--- src/rtl/serial_alu_if.sv ---
// Handshake and operand/result bundle between a serial ALU and its requester.
interface serial_alu_if #(
  parameter int unsigned WIDTH = 8
) ();
  logic             start;
  logic [2:0]       op;
  logic             ina;
  logic             inb;
  logic             out;
  logic             regout;
  logic             busy;
  logic             done;
  logic [WIDTH-1:0] result;
  logic             zero;

  modport master (
    output start, op, ina, inb,
    input  out, regout, busy, done, result, zero
  );

  modport slave (
    input  start, op, ina, inb,
    output out, regout, busy, done, result, zero
  );
endinterface

--- src/rtl/serial_alu.sv ---
// Bit-serial ALU: consumes operands LSB-first, one bit per clock, and assembles
// a parallel result with carry and zero flags behind a start/busy/done handshake.
module serial_alu #(
  parameter int unsigned WIDTH = 8
) (
  input  logic        clk,
  input  logic        rst,
  serial_alu_if.slave bus
);

  localparam int unsigned CNT_W = $clog2(WIDTH);
  localparam logic [CNT_W-1:0] CNT_LAST = CNT_W'(WIDTH - 1);

  localparam logic [1:0] ST_IDLE = 2'd0;
  localparam logic [1:0] ST_RUN  = 2'd1;
  localparam logic [1:0] ST_DONE = 2'd2;

  localparam logic [2:0] OP_ADD  = 3'd0;
  localparam logic [2:0] OP_SUB  = 3'd1;
  localparam logic [2:0] OP_AND  = 3'd2;
  localparam logic [2:0] OP_OR   = 3'd3;
  localparam logic [2:0] OP_XOR  = 3'd4;
  localparam logic [2:0] OP_NAND = 3'd5;
  localparam logic [2:0] OP_NOR  = 3'd6;
  localparam logic [2:0] OP_INC  = 3'd7;

  logic [1:0]       state_q, state_d;
  logic [CNT_W-1:0] cnt_q, cnt_d;
  logic [2:0]       op_q, op_d;
  logic             carry_q, carry_d;
  logic [WIDTH-1:0] result_q, result_d;
  logic             out_q, out_d;
  logic             regout_q, regout_d;
  logic             zero_q, zero_d;
  logic             busy_q, busy_d;
  logic             done_q, done_d;

  logic             b_eff;
  logic             arith;
  logic             bit_r;
  logic             bit_c;

  // SUB and INC start with carry-in set: A + ~B + 1 and A + 0 + 1.
  function automatic logic init_carry(input logic [2:0] op);
    return (op == OP_SUB) || (op == OP_INC);
  endfunction

  // One-bit datapath for the current bit position.
  always_comb begin
    b_eff = bus.inb;
    arith = 1'b0;
    bit_r = 1'b0;
    case (op_q)
      OP_ADD: arith = 1'b1;
      OP_SUB: begin
        arith = 1'b1;
        b_eff = ~bus.inb;
      end
      OP_INC: begin
        arith = 1'b1;
        b_eff = 1'b0;
      end
      default: arith = 1'b0;
    endcase

    case (op_q)
      OP_AND:  bit_r = bus.ina & bus.inb;
      OP_OR:   bit_r = bus.ina | bus.inb;
      OP_XOR:  bit_r = bus.ina ^ bus.inb;
      OP_NAND: bit_r = ~(bus.ina & bus.inb);
      OP_NOR:  bit_r = ~(bus.ina | bus.inb);
      default: bit_r = bus.ina ^ b_eff ^ carry_q;
    endcase

    bit_c = arith & ((bus.ina & b_eff) | (bus.ina & carry_q) | (b_eff & carry_q));
  end

  // Next-state and output logic.
  always_comb begin
    state_d  = state_q;
    cnt_d    = cnt_q;
    op_d     = op_q;
    carry_d  = carry_q;
    result_d = result_q;
    out_d    = out_q;
    regout_d = regout_q;
    zero_d   = zero_q;
    busy_d   = 1'b0;
    done_d   = 1'b0;

    case (state_q)
      ST_IDLE, ST_DONE: begin
        if (bus.start) begin
          op_d     = bus.op;
          result_d = '0;
          carry_d  = init_carry(bus.op);
          cnt_d    = '0;
          state_d  = ST_RUN;
          busy_d   = 1'b1;
        end else begin
          state_d = ST_IDLE;
        end
      end

      ST_RUN: begin
        result_d = {bit_r, result_q[WIDTH-1:1]};
        out_d    = bit_r;
        carry_d  = bit_c;
        if (cnt_q == CNT_LAST) begin
          state_d  = ST_DONE;
          done_d   = 1'b1;
          regout_d = bit_c;
          zero_d   = (result_d == '0);
        end else begin
          cnt_d  = cnt_q + 1'b1;
          busy_d = 1'b1;
        end
      end

      default: state_d = ST_IDLE;
    endcase
  end

  always_ff @(posedge clk or negedge rst) begin
    if (!rst) begin
      state_q  <= ST_IDLE;
      cnt_q    <= '0;
      op_q     <= '0;
      carry_q  <= 1'b0;
      result_q <= '0;
      out_q    <= 1'b0;
      regout_q <= 1'b0;
      zero_q   <= 1'b0;
      busy_q   <= 1'b0;
      done_q   <= 1'b0;
    end else begin
      state_q  <= state_d;
      cnt_q    <= cnt_d;
      op_q     <= op_d;
      carry_q  <= carry_d;
      result_q <= result_d;
      out_q    <= out_d;
      regout_q <= regout_d;
      zero_q   <= zero_d;
      busy_q   <= busy_d;
      done_q   <= done_d;
    end
  end

  assign bus.out    = out_q;
  assign bus.regout = regout_q;
  assign bus.busy   = busy_q;
  assign bus.done   = done_q;
  assign bus.result = result_q;
  assign bus.zero   = zero_q;

endmodule

--- src/flat_wrapper.sv ---
// flat-port wrapper written by rule: the top's interface ports become plain ports
module serial_alu_flat 
#(
  parameter int unsigned WIDTH = 8
)
  (clk, rst, bus_start, bus_op, bus_ina, bus_inb, bus_out, bus_regout, bus_busy, bus_done, bus_result, bus_zero);
  serial_alu_if #(.WIDTH(WIDTH)) bus_i ();
  input  logic clk;
  input  logic rst;
  input wire logic [$bits(bus_i.start)-1:0] bus_start;
  input wire logic [$bits(bus_i.op)-1:0] bus_op;
  input wire logic [$bits(bus_i.ina)-1:0] bus_ina;
  input wire logic [$bits(bus_i.inb)-1:0] bus_inb;
  output wire logic [$bits(bus_i.out)-1:0] bus_out;
  output wire logic [$bits(bus_i.regout)-1:0] bus_regout;
  output wire logic [$bits(bus_i.busy)-1:0] bus_busy;
  output wire logic [$bits(bus_i.done)-1:0] bus_done;
  output wire logic [$bits(bus_i.result)-1:0] bus_result;
  output wire logic [$bits(bus_i.zero)-1:0] bus_zero;
  assign bus_i.start = bus_start;
  assign bus_i.op = bus_op;
  assign bus_i.ina = bus_ina;
  assign bus_i.inb = bus_inb;
  assign bus_out = bus_i.out;
  assign bus_regout = bus_i.regout;
  assign bus_busy = bus_i.busy;
  assign bus_done = bus_i.done;
  assign bus_result = bus_i.result;
  assign bus_zero = bus_i.zero;
  serial_alu #(.WIDTH(WIDTH)) u_core (.clk(clk), .rst(rst), .bus(bus_i));
endmodule
--- config.mk ---
export PLATFORM = sky130hd
export DESIGN_NAME = serial_alu_flat
export DESIGN_NICKNAME = d
export VERILOG_FILES = /design/src/rtl/serial_alu_if.sv /design/src/rtl/serial_alu.sv /design/src/flat_wrapper.sv
export SDC_FILE = /design/constraint.sdc
export NUM_CORES = 1
export LEC_CHECK = 0
export ABC_AREA = 1
export CORE_MARGIN = 5
export CORE_UTILIZATION = 40
export CTS_CLUSTER_SIZE = 12
export DETAILED_ROUTE_END_ITERATION = 10
export GPL_ROUTABILITY_DRIVEN = 0
export GPL_TIMING_DRIVEN = 1
export HOLD_SLACK_MARGIN = 0.06
export PLACE_DENSITY_LB_ADDON = 0.08
export SYNTH_ARGS = -nofsm -noshare
export SYNTH_HDL_FRONTEND = slang
export SYNTH_SLANG_ARGS = --single-unit
--- constraint.sdc ---
create_clock -name clk -period 1.9 [get_ports clk]
set_input_delay 0.285 -clock clk [delete_from_list [all_inputs] [get_ports clk]]
set_output_delay 0.285 -clock clk [all_outputs]
set_load 0.03 [all_outputs]
==> results of run 1 <==
## cell usage after synthesis
library cell   n
and2_1         1
nor2_8         1
o22ai_1        5
nand2_2        1
o211ai_2       1
nand2_4        3
inv_6          1
nand2_8        1
fa_1           1
nor2_1         1
ha_1           4
o21ai_1        3
nand3b_1       1
nand2_1       29
dfrtp_1       22
inv_4          1
xor2_1         1
inv_2          3
nor3_1         1
inv_1         17
nand3_2        1
o21ai_0        5
nand3_1       12
## report_power, final
group | leakage, nW | internal [mW] | total, mW | switching, mW
clock network | 0.0210 | 0.117 | 0.258 | 0.141
registers | 0.278 | 0.657 | 0.797 | 0.139
logic | 0.398 | 0.444 | 1.15 | 0.707
## through the flow
stage	util	total power, mW	hold WS [ns]	area, um2
finish	0.537	2.21	0.316	1370
detailed placement	0.523	1.97	0.466	1330
floorplan	-	1.61	-0.0106	1080
global route	0.537	2.38	0.317	1370
CTS	0.537	2.24	0.315	1370
global placement	0.523	1.95	0.458	1330
## logic make-up after synthesis
| kind of cell | count (synthesis) |
|---|---|
| XOR/XNOR | 1 |
| AND/OR/NAND/NOR | 52 |
| flip-flops | 22 |
| AO/OA/AOI/OAI | 14 |
| buffers and inverters | 22 |
| adder cells (fa/ha/maj) | 5 |
## layout make-up
type / count / area, um2
clock buffer: 4 / 36.3
multi-input combinational: 72 / 444
sequential: 22 / 551
tap: 30 / 37.5
inverter: 22 / 90.1
timing repair buffer: 21 / 208
fill: 253 / 1180
## how the worst max path moves through the flow
stage	start	end	slack, ns	cells past startpoint
after CTS	u_core.bus.result[7]$_DFFE_PN0P_	bus_result[7]	0.18	1
final	u_core.bus.result[7]$_DFFE_PN0P_	bus_result[7]	0.21	1
after global placement	bus_inb	u_core.bus.result[7]$_DFFE_PN0P_	0.11	8
after detailed placement	bus_inb	u_core.bus.result[7]$_DFFE_PN0P_	0.08	8
after floorplan	u_core.op_q[1]$_DFFE_PN0P_	u_core.bus.out$_DFFE_PN0P_	0.36	8
after global routing	u_core.op_q[1]$_DFFE_PN0P_	u_core.bus.out$_DFFE_PN0P_	0.08	8
## per-layer routing
layer  up-vias  wire length (um)  GRT usage
li1        424                 -          -
met1       372               946      0.158
met2        16               913      0.182
met3         2               121     0.0289
met4         0                19     0.0636
met5         -                 0          0
## state kept, by name, summed over array words and instances, names as in the netlist
register           count
u_core.cnt_q           3
u_core.state_q         2
u_core.bus.zero        1
u_core.bus.out         1
u_core.op_q            3
u_core.bus.result      8
u_core.bus.busy        1
u_core.carry_q         1
u_core.bus.regout      1
u_core.bus.done        1
==> results.toml, run 1 <==
[worst_setup_path]
regToRegStartpoint = "u_core.op_q[1]$_DFFE_PN0P_"
crit_arrival_ns = 1.41
worstSetupStartpointType = "flop"
crit_slowest_cell = "clkdlybuf4s50_1"
r2r_slack_ns = 0.26
cpPeakStageDelay_ns = 0.69
r2r_cells = 8
rr_endpoint = "u_core.bus.out$_DFFE_PN0P_"
end_kind = "output port"
cp.required_ns = 1.62
crit_path_max_fanout = 4
path_cells = "clkdlybuf4s50_1"
crit_buf_inv = 1
cp_top_family = "buffers and inverters"
crit_type = "reg -> out"

[drt]
detail-route-antenna-nets = 0
drt_iter0_markers = 20
via_per_inst = 4.76
drc_errors = 0
wl_per_cell_um = 11.7
vias = 814
drt-total-wl_mm = 2.00
drtPass1Iterations = 4

[logic_synthesis]
synth_largest_area_cell = "dfrtp_1"
synth_compound_area_frac = 0.0773
postSynthCellCount = 116
yosys-top-cells-area = "dfrtp_1 (51%), nand2_1 (10%), inv_1 (5.9%)"
avgSynthCellArea_um2 = 9.35
synth_xor_area_frac = 0.00807
ys_warn_count = 0
yosysTopAreaCellShare = 0.507
synth_area_um2 = 1080
synthAdderAreaFrac = 0.0646
seq_area_frac_synth = 0.507
synth_top_family_by_area = "simple AND/OR/NAND/NOR gates"
synthSimpleGateAreaFrac = 0.260
synth_cell_types = 23
synth_mux_area_frac = 0
synth_nets = 129
ys_seq_elements = 22

[pwr]
vdd.ir_drop.worst_mv = 0.786
cellPowerDensity_nw_per_um2 = 1610
total_leakage_power_nw = 0.697

[clock_network]
clk_latency_ns = 0.31
clock-sinks = 22
htree_levels = 1
ctsResizeCount = 0
holdBufCountCts = 0
clk_pin_slew_ns = 0.12
cts_tree = "yes"
cts_root_buf = "clkbuf_4"
numCtsBuffers = 3
clock_path_buffers = 2
cts_setup_buffers = 0

[floorplan]
die_area_um2 = 3850
ios = 21
core_area_um2 = 2540
fp.dieH_um = 62.1
num_rows = 18
die_w_um = 62.1
initial_utilization = 0.426

[place]
placedCellCount = 167
dp_hpwl_mm = 1.53
pre_cts_ws_ns = 0.0797
port_buffers = 20

[timing]
finalHoldViolCount = 0
fin_tns_setup_ns = 0
rsz0062_at_grt = "false"
setup_ws_ns = 0.210
tightestPinTransition_ns = 0.312
setup_viol = 0
slew_violations = 0
finalCritPeriodShare = 0.890
period_minus_slack_ns = 1.69
slew_headroom = 0.791
fmax_ghz = 0.592
skew_ns = 0.00594

[grt]
grt_pass1_wl_mm = 3.33
antenna_found_initial = 0
grt_max_degree = 23
grt_pass1_vias = 752
grt.overflow.total = 0
grtUsageTotal = 0.120

[finish]
diodes = 0
synthToLayoutAreaGrowth_pct = 26.0
layout.cells.non_filler = 171
final_cell_mix = "nand2_1 (29), dfrtp_1 (22), clkdlybuf4s50_1 (20), inv_1 (17), nand3_1 (12)"
final_common_cell = "nand2_1"
drive_above_1_share = 0.128
layout.nets = 155

[flow_run]
cap_viol_max_count = 0

[run_status]
outcome = "complete, no violations"

[min_path]
hold_class = "in -> async"
(Power assumes the default switching activity.)
==> run 2: changes to the inputs <==
- ABC_AREA: 1 -> default
- CORE_ASPECT_RATIO: default -> 0.8
- CTS_CLUSTER_DIAMETER: default -> 150
==> run 2 against run 1 <==
  * The run now ends with negative setup slack left
  * Count of clock-buffer cells in the layout down 1
  * Clock power down 21%
  * Critical path depth up 7
  * Critical path type is now reg -> reg
  * Critical endpoint is now u_core.bus.zero$_DFFE_PN0P_
  * Largest power group unchanged
  * Sequential share of layout area down 3.7 points
  * Utilization up 1.2 points
  * Combinational power up 23%
==> results.toml, run 2 <==
[place]
dp_hpwl_mm = 1.65
port_buffers = 20
placedCellCount = 163
pre_cts_ws_ns = -0.434
place_area_um2 = 1450

[timing]
period_minus_slack_ns = 1.93
rsz0062_at_grt = "true"
hold_ws_ns = 0.325
tightestPinTransition_ns = 0.400
setup_viol = 3
setup_ws_ns = -0.0334
finalHoldViolCount = 0
fmax_ghz = 0.517
slew_violations = 0
skew_ns = 0.00310
slew_headroom = 0.732
finalCritPeriodShare = 1.02

[floorplan]
core_area_um2 = 2740
die_area_um2 = 4010
initial_utilization = 0.413
ios = 21
num_rows = 17
fp.dieH_um = 57.6
die_w_um = 69.5

[worst_setup_path]
crit_path_max_fanout = 4
path_cells = "buf_4 > a21oi_2 > o21ai_2 > fa_1 > and4_1 > a21oi_1 > o211a_1 > a22o_1"
end_kind = "flop"
crit_buf_inv = 1
path_depth = 8
cp_top_family = "compound AO/OA/AOI/OAI gates"
cpPeakStageDelay_ns = 0.50
crit_arrival_ns = 2.14
crit_type = "reg -> reg"
crit_slowest_cell = "fa_1"
worstSetupStartpointType = "flop"
cp.required_ns = 2.10
r2r_cells = 8

[grt]
met2_usage = 0.185
grt_pass1_wl_mm = 3.88
grt_pass1_vias = 845
grt_busiest_layer = "met2"
grt_max_degree = 23
met1_usage = 0.162
grt.overflow.total = 0
met3_usage = 0.0433
grtUsageTotal = 0.120
antenna_found_initial = 0

[finish]
final_cell_mix = "dfrtp_1 (22), clkdlybuf4s50_1 (19), buf_4 (14), mux2_2 (12), a22o_1 (11)"
final_common_cell = "dfrtp_1"
layout.cells.non_filler = 168
fin_area_um2 = 1510
drive_above_1_share = 0.277
diodes = 0
layout.nets = 145
largest_reg_flops = 8
postLayoutCoreUtil = 0.549
synthToLayoutAreaGrowth_pct = 32.8
fillers = 256

[logic_synthesis]
yosys-top-cells-area = "dfrtp_1 (49%), mux2_2 (12%), a22o_1 (8.5%)"
synth_top_family_by_area = "compound AO/OA/AOI/OAI gates"
synth_xor_area_frac = 0.0155
postSynthCellCount = 97
avgSynthCellArea_um2 = 11.7
synth_flop_cell = "dfrtp_1"
synth.most_common_cell = "dfrtp_1"
yosysTopAreaCellShare = 0.486
ys_warn_count = 0
synth_nets = 110
synth_mux_area_frac = 0.137
synthAdderAreaFrac = 0.0618
ys_seq_elements = 22
synth_cell_types = 31
synth_largest_area_cell = "dfrtp_1"
synth_compound_area_frac = 0.161
synth_commonest_cells = "dfrtp_1 (22), mux2_2 (12), a22o_1 (11)"
seq_area_frac_synth = 0.486
synth_area_um2 = 1130
synthSimpleGateAreaFrac = 0.0993
ys_async_sr_fraction = 1.00
synth-edff-count = 0

[pwr]
vdd.ir_drop.worst_mv = 0.715
cellPowerDensity_nw_per_um2 = 1670
total_leakage_power_nw = 0.709

[min_path]
hold_class = "in -> async"

[clock_network]
cts_root_buf = "clkbuf_4"
clock_path_buffers = 2
numCtsBuffers = 3
clk_latency_ns = 0.30
clock-sinks = 22
htree_levels = 1
cts_tree = "yes"
holdBufCountCts = 0
clk_pin_slew_ns = 0.11

[drt]
via_per_inst = 5.19
vias = 872
drt_iter0_markers = 29
detail-route-antenna-nets = 0
drt-total-wl_mm = 2.29
wl_per_cell_um = 13.6
drtPass1Iterations = 4
drc_errors = 0

[run_status]
violations = "negative setup slack"
outcome = "finished, violations left"

[flow_run]
cap_viol_max_count = 0
## run 2: cell types whose count changed after synthesis, moves of 3 or more
cell,before,now
a22o_1,0,11
o21ai_1,3,0
mux2_2,0,12
inv_1,17,5
nand3_1,12,1
o22ai_1,5,0
clkbuf_1,0,3
nand2_4,3,0
nand2_1,29,4
## run 2: repair_timing
action / in CTS / in global routing
endpoints found under the setup margin: 3 / 3
pin swaps: 4 / 4
gates resized for setup: 3 / 4
setup buffers: 0 / 2
endpoints found under the hold margin: 0 / 0
## run 2: area by class of cell
type,count,area [um2],area share
timing repair buffer,34,304,0.202
clock buffer,3,22.5,0.0150
inverter,6,22.5,0.0150
tap,38,47.5,0.0316
sequential,22,551,0.366
multi-input combinational,65,558,0.371
## run 2: per-stage QoR
step | TNS [ns] | power, mW
after floorplan | 0 | 1.71
after global placement | -1.02 | 2.20
after detailed placement | -1.26 | 2.23
after CTS | -0.108 | 2.45
after global routing | -0.326 | 2.70
final | -0.0529 | 2.52
## run 2: path summary, 6_finish.rpt
path	start	endpoint	slack, ns
min in group clk	u_core.bus.out$_DFFE_PN0P_	u_core.bus.out$_DFFE_PN0P_	0.51
worst min register to register	u_core.bus.out$_DFFE_PN0P_	u_core.bus.out$_DFFE_PN0P_	0.51
worst max-delay path	u_core.op_q[1]$_DFFE_PN0P_	u_core.bus.zero$_DFFE_PN0P_	-0.03
max in group asynchronous	rst	u_core.bus.result[1]$_DFFE_PN0P_	1.35
worst max register to register	u_core.op_q[1]$_DFFE_PN0P_	u_core.bus.zero$_DFFE_PN0P_	-0.03
worst min-delay path	rst	u_core.bus.regout$_DFFE_PN0P_	0.32
## run 2: cell families (layout without fill, tap and decap cells)
group           count (synthesis)  after routing
compound gates                 25             25
xor+xnor                        2              2
fa+ha+maj                       5              5
buf+inv                        10             43
flops                          22             22
mux                            14             14
simple gates                   19             19
## run 2: routing by layer
layer  vias up  part of all wire
li1        423                 -
met1       426              0.52
met2        21              0.42
met3         2             0.053
met4         0            0.0087
met5         -                 0
## run 2: worst register-to-register path, delay by kind of cell (launching register included)
family                   cells  cell delay, ns
AO/OA/AOI/OAI                5            0.57
adder cells (fa/ha/maj)      1            0.50
AND/OR/NAND/NOR              1            0.17
flip-flops                   1            0.44
buffers and inverters        1            0.17
## run 2: where the power goes
| group | total (mW) | internal (mW) | switching (mW) |
|---|---|---|---|
| Clock | 0.204 | 0.0739 | 0.130 |
| Sequential | 0.893 | 0.675 | 0.218 |
| Combinational | 1.42 | 0.758 | 0.661 |
| Total | 2.52 | 1.51 | 1.01 |
